## config.mk

```make
export PLATFORM = sky130hd
export DESIGN_NAME = onehot_scan_decoder_flat
export DESIGN_NICKNAME = d
export VERILOG_FILES = /design/src/rtl/onehot_scan_decoder_if.sv /design/src/rtl/onehot_scan_decoder.sv /design/src/flat_wrapper.sv
export SDC_FILE = /design/constraint.sdc
export NUM_CORES = 1
export LEC_CHECK = 0
export BUFFER_PORTS_ARGS = -buffer_cell sky130_fd_sc_hd__buf_2
export CELL_PAD_IN_SITES_DETAIL_PLACEMENT = 0
export CELL_PAD_IN_SITES_GLOBAL_PLACEMENT = 1
export CORE_ASPECT_RATIO = 1.1
export CORE_MARGIN = 2
export CORE_UTILIZATION = 41
export DETAILED_ROUTE_END_ITERATION = 8
export PLACE_DENSITY = 0.8
export SETUP_SLACK_MARGIN = 0.02
export SYNTH_ARGS = -nofsm -noshare
export SYNTH_HDL_FRONTEND = slang
export SYNTH_SLANG_ARGS = --single-unit
```

## constraint.sdc

```tcl
create_clock -name clk -period 3.4 [get_ports clk]
set_clock_uncertainty 0.15 [all_clocks]
set_input_delay 0.68 -clock clk [delete_from_list [all_inputs] [get_ports clk]]
set_output_delay 0.68 -clock clk [all_outputs]
set_load 0.005 [all_outputs]
```

## src/rtl/onehot_scan_decoder_if.sv

```systemverilog
// Purpose: control/select bundle between display control logic and onehot_scan_decoder.
// Latency: none (wiring only); the decoder registers every output.
// Backpressure: none; the decoder accepts en_i/mode_i/in_i on every clk edge.
interface onehot_scan_decoder_if #(
  parameter int SEL_W = 3
);
  localparam int OUT_W = 2 ** SEL_W;

  logic             en_i;    // global enable; low blanks outputs and freezes the sequencer
  logic             mode_i;  // 0 = direct decode of in_i, 1 = auto-scan
  logic [SEL_W-1:0] in_i;    // channel select for direct mode
  logic [OUT_W-1:0] out_o;   // registered one-hot select
  logic [SEL_W-1:0] idx_o;   // registered current channel index
  logic             wrap_o;  // one-cycle pulse when the scan index wraps LAST -> 0

  // Control side: drives enable/mode/select and observes the select lines.
  modport master (
    output en_i,
    output mode_i,
    output in_i,
    input  out_o,
    input  idx_o,
    input  wrap_o
  );

  // Decoder side.
  modport slave (
    input  en_i,
    input  mode_i,
    input  in_i,
    output out_o,
    output idx_o,
    output wrap_o
  );
endinterface

```

## src/rtl/onehot_scan_decoder.sv

```systemverilog
// Purpose: registered binary-to-one-hot decoder with prescaled auto-scan (channels 0..LAST).
// Latency: 1 clk from en_i/mode_i/in_i to out_o/idx_o/wrap_o; scan step every DIV enabled cycles.
// Backpressure: none; en_i=0 blanks out_o and freezes idx and the prescaler in place.
// Build option: define ONEHOT_DEC_BLANK_EN to blank out_o for one cycle on every scan tick
// (anti-ghosting); requires DIV >= 2. Without it each channel is lit for the full step.
module onehot_scan_decoder #(
  parameter int SEL_W = 3,
  parameter int LAST  = 2 ** SEL_W - 1,
  parameter int DIV   = 4
) (
  input  logic                 clk,
  input  logic                 rst,
  onehot_scan_decoder_if.slave bus
);

  localparam int OUT_W = 2 ** SEL_W;
  // One prescaler bit minimum so DIV=1 still has a legal (always-zero) counter.
  localparam int CNT_W = (DIV > 1) ? $clog2(DIV) : 1;

  localparam logic [SEL_W-1:0] LAST_IDX = SEL_W'(LAST);
  localparam logic [CNT_W-1:0] CNT_MAX  = CNT_W'(DIV - 1);

  logic [OUT_W-1:0] out_q,  out_d;
  logic [SEL_W-1:0] idx_q,  idx_d;
  logic             wrap_q, wrap_d;
  logic [CNT_W-1:0] cnt_q,  cnt_d;
  logic             tick;

  function automatic logic [OUT_W-1:0] onehot(input logic [SEL_W-1:0] sel);
    logic [OUT_W-1:0] v;
    v      = '0;
    v[sel] = 1'b1;
    return v;
  endfunction

  // Next-state: disable beats direct decode beats scan; wrap is decided against LAST,
  // never against index overflow, so a parked idx above LAST returns to 0 silently.
  always_comb begin
    cnt_d  = cnt_q;
    idx_d  = idx_q;
    out_d  = '0;
    wrap_d = 1'b0;
    tick   = 1'b0;

    if (!bus.en_i) begin
      // Outputs dark, sequencer frozen so a re-enable resumes the partial step.
      cnt_d = cnt_q;
      idx_d = idx_q;
    end else if (!bus.mode_i) begin
      // Direct decode; any in_i is decoded, LAST only bounds the scan.
      idx_d = bus.in_i;
      cnt_d = '0;
      out_d = onehot(bus.in_i);
    end else begin
      if (cnt_q == CNT_MAX) begin
        tick   = 1'b1;
        cnt_d  = '0;
        idx_d  = (idx_q >= LAST_IDX) ? '0 : idx_q + SEL_W'(1);
        wrap_d = (idx_q == LAST_IDX);
      end else begin
        cnt_d = cnt_q + CNT_W'(1);
      end
      out_d = onehot(idx_d);
`ifdef ONEHOT_DEC_BLANK_EN
      // Dark gap between channels so the previous digit cannot ghost into the next.
      if (tick) begin
        out_d = '0;
      end
`endif
    end
  end

  // State and output registers; reset parks the sweep at channel 0 with outputs dark.
  always_ff @(posedge clk or posedge rst) begin
    if (rst) begin
      out_q  <= '0;
      idx_q  <= '0;
      wrap_q <= 1'b0;
      cnt_q  <= '0;
    end else begin
      out_q  <= out_d;
      idx_q  <= idx_d;
      wrap_q <= wrap_d;
      cnt_q  <= cnt_d;
    end
  end

  assign bus.out_o  = out_q;
  assign bus.idx_o  = idx_q;
  assign bus.wrap_o = wrap_q;

endmodule
```

## src/flat_wrapper.sv

```systemverilog
// flat-port wrapper written by rule: the top's interface ports become plain ports
module onehot_scan_decoder_flat 
#(
  parameter int SEL_W = 3,
  parameter int LAST  = 2 ** SEL_W - 1,
  parameter int DIV   = 4
)
  (clk, rst, bus_en_i, bus_mode_i, bus_in_i, bus_out_o, bus_idx_o, bus_wrap_o);
  onehot_scan_decoder_if #(.SEL_W(SEL_W)) bus_i ();
  input  logic clk;
  input  logic rst;
  input wire logic [$bits(bus_i.en_i)-1:0] bus_en_i;
  input wire logic [$bits(bus_i.mode_i)-1:0] bus_mode_i;
  input wire logic [$bits(bus_i.in_i)-1:0] bus_in_i;
  output wire logic [$bits(bus_i.out_o)-1:0] bus_out_o;
  output wire logic [$bits(bus_i.idx_o)-1:0] bus_idx_o;
  output wire logic [$bits(bus_i.wrap_o)-1:0] bus_wrap_o;
  assign bus_i.en_i = bus_en_i;
  assign bus_i.mode_i = bus_mode_i;
  assign bus_i.in_i = bus_in_i;
  assign bus_out_o = bus_i.out_o;
  assign bus_idx_o = bus_i.idx_o;
  assign bus_wrap_o = bus_i.wrap_o;
  onehot_scan_decoder #(.SEL_W(SEL_W), .LAST(LAST), .DIV(DIV)) u_core (.clk(clk), .rst(rst), .bus(bus_i));
endmodule
```

==> results.yml <==
critical_path:
  critical_path.max_fanout: 7
  r2r_slack_ns: 1.35
  critical_path.max_stage_delay_ns: 0.45
  crit_path_top_delay_cell: "sky130_fd_sc_hd__dfrtp_1"
  timing.critical_path.cells: "ha_1 -> ha_1 -> or3b_1 -> a21oi_1 -> nand2b_1 -> o22ai_1"
  critical-path-top-delay-family: "simple AND/OR/NAND/NOR gates"
  cp_data_arrival_time_ns: 2.09
  setup.worst_path.start_class: "flip-flop"
  critical_path_class: "flip-flop to flip-flop"
  worstPathRequired_ns: 3.44
  kind_of_end_point_of_the_critical_path: "flip-flop"
  path_common_cell: "sky130_fd_sc_hd__ha_1"
  worst_r2r_endpoint: "u_core.bus.out_o[7]$_DFF_PP0_"
  worstPathBufferInverterCount: 0
  reg2reg_depth: 6
  rr_startpoint: "u_core.bus.idx_o[1]$_DFFE_PP0P_"
clock_network:
  ctsResizeCount: 0
  clock_sink_count: 14
  ctsHoldBuffers: 0
  tritoncts: "done"
  root_cell_of_the_clock_tree: "sky130_fd_sc_hd__clkbuf_4"
  clkTransAtPathRegs_ns: 0.08
  tritoncts.num_buffers: 3
  clock_tree.htree_level_count: 1
  worst_skew_pair_latency_ns: 0.28
  cts_setup_buffers: 0
  clockBufferDepth: 2
drt:
  drc_errors: 0
  detail_route.vias_per_cell: 5.62
  route.antenna.remaining_nets: 0
  num_vias: 624
  finalWirelength_mm: 1.52
  drtPass1Iterations: 4
  initialDrtViolationCount: 10
  drt-wirelength-per-cell_microns: 13.7
power_and_ir_drop:
  internal_power_mw: 0.277
  power_density_nw_per_um2: 461
  power_switching_mw: 0.125
  power_leakage_nw: 0.421
  sequentialPowerShare_pct: 49.3
  clockPowerShare_pct: 22.2
  total_power_mw: 0.402
  comb_power_share_pct: 28.5
  swShare_pct: 31.1
  vdd_drop_max_uv: 178
sta:
  rsz_0062_raised_after_global_routing: "no"
  max_clock_freq_mhz: 488
  layout_min_cycle_time_ns: 2.05
  fin_crit_sh_pct: 60.3
  final-hold-violation-count: 0
  timing.setup.tns_ns: 0
  finalHoldWorstSlack_ns: 0.270
  report.final.setup_viol: 0
  worstMarginPinSlew_ns: 0.519
  setup_slack_after_layout_ns: 1.35
  worst_slew_margin_rel_pct: 65.4
  final-max-slew-violation-count: 0
status:
  status: "finished, final reports clean"
placement:
  dp_hpwl_mm: 1.10
  port-buffer-count: 18
  place_worst_setup_slack_ns: 1.37
  routabilityCongestion: 0.754
grt:
  overflow_after_grt: 0
  grt_first_pass_wirelength_mm: 2.57
  antenna_found_initial: 0
  grt_max_degree: 18
  track_usage_pct: 15.5
  grt_pass1_vias: 579
synthesis:
  post_synth_design_cell_area_sq_um: 761
  ys.warnings.count: 0
  syn_nets: 86
  count_of_different_cell_masters_after_synthesis: 32
  syn_inst: 76
  synth-edff-count: 0
  synth-seq-area-share_pct: 46.1
  synth_flop_cell: "sky130_fd_sc_hd__dfrtp_1"
  ys_seq_elements: 14
  ys_async_sr_fraction_pct: 100
  synth_area_per_cell_sq_um: 10.0
cells_and_area:
  final_cell_mix: "sky130_fd_sc_hd__buf_2, sky130_fd_sc_hd__dfrtp_1, sky130_fd_sc_hd__nor2_1"
  n_antenna_cell: 0
  layout_commonest_cell: "sky130_fd_sc_hd__buf_2"
  proportion_of_layout_cells_with_a_drive_suffix_above_1_pct: 30.1
  finish.net_count: 105
  area_delta_synth_final_pct: 14.6
floorplanning:
  die_width_microns: 45.1
  floorplan.rows: 16
  die_area_sq_um: 2220
  core_area_sq_um: 1760
  ioPinCount: 19
  vertical_die_dimension_microns: 49.2
  initial_core_utilization_pct: 43.2
flow_run:
  drv.max_cap_violation_count: 0
worst_hold_path:
  hp-class: "primary input to asynchronous set/reset pin"
-- final cells by class --
type / instances / area, sq um
multi-input cells: 54 / 372
clock buffers: 3 / 22.5
well taps: 18 / 22.5
fillers: 167 / 890
repair buffers: 18 / 90.1
inverters: 4 / 15.0
flip-flops and latches: 14 / 350
-- flip-flops by register name, indices dropped and copies added (netlist names) --
register / count
u_core.bus.idx_o: 3
u_core.bus.out_o: 8
u_core.bus.wrap_o: 1
u_core.cnt_q: 2
-- kinds of logic after synthesis --
| kind of cell | synth area share (%) |
|---|---|
| flops | 46.1 |
| buf+inv | 5.10 |
| mux | 2.96 |
| fa+ha+maj | 4.93 |
| simple gates | 21.1 |
| compound gates | 19.9 |
-- through the flow --
stage	area (sq um)	util (%)	cells
after CTS	872	49.5	111
after floorplan	761	-	76
after global routing	872	49.5	111
after detailed placement	850	48.2	108
final	872	49.5	111
after global placement	850	48.2	108
-- metal layers --
metal  part of all wire (%)  wire length [microns]  GRT usage (%)  vias to the layer above
met5                      0                      0              0                        -
met4                    2.0                     31           7.35                        0
met3                    3.5                     53           2.22                        4
met2                     48                    724           25.2                       17
met1                     47                    708           19.3                      291
li1                       -                      -              -                      312
-- cell usage after synthesis, drive strengths merged, types with 3 or more instances --
cell	number	area, sq um
nand2b	3	18.8
dfrtp	14	350
nand2	4	17.5
nor2	9	33.8
ha	3	37.5
o21ai	3	15.0
buf	3	20.0
inv	4	15.0
o22ai	3	18.8
a21oi	4	20.0
nand3b	4	30.0
-- power groups by stage --
stage,Clock (mW),Combinational [mW],Sequential (mW)
floorplan,0,0.0821,0.200
global placement,0,0.113,0.201
detailed placement,0,0.115,0.202
CTS,0.0913,0.115,0.199
global route,0.0986,0.129,0.202
finish,0.0895,0.115,0.198
-- how the worst max path moves through the flow --
stage | from | end | slack [ns] | cells past startpoint
global placement | u_core.bus.idx_o[0]$_DFFE_PP0P_ | u_core.bus.out_o[4]$_DFF_PP0_ | 1.42 | 6
floorplan | u_core.bus.idx_o[0]$_DFFE_PP0P_ | u_core.bus.out_o[4]$_DFF_PP0_ | 1.47 | 6
global route | u_core.bus.idx_o[0]$_DFFE_PP0P_ | u_core.bus.out_o[7]$_DFF_PP0_ | 1.22 | 6
detailed placement | u_core.bus.idx_o[0]$_DFFE_PP0P_ | u_core.bus.out_o[4]$_DFF_PP0_ | 1.37 | 6
CTS | u_core.bus.idx_o[0]$_DFFE_PP0P_ | u_core.bus.out_o[4]$_DFF_PP0_ | 1.35 | 6
finish | u_core.bus.idx_o[1]$_DFFE_PP0P_ | u_core.bus.out_o[7]$_DFF_PP0_ | 1.35 | 6
Note: power is estimated with default switching activity, not from simulation.
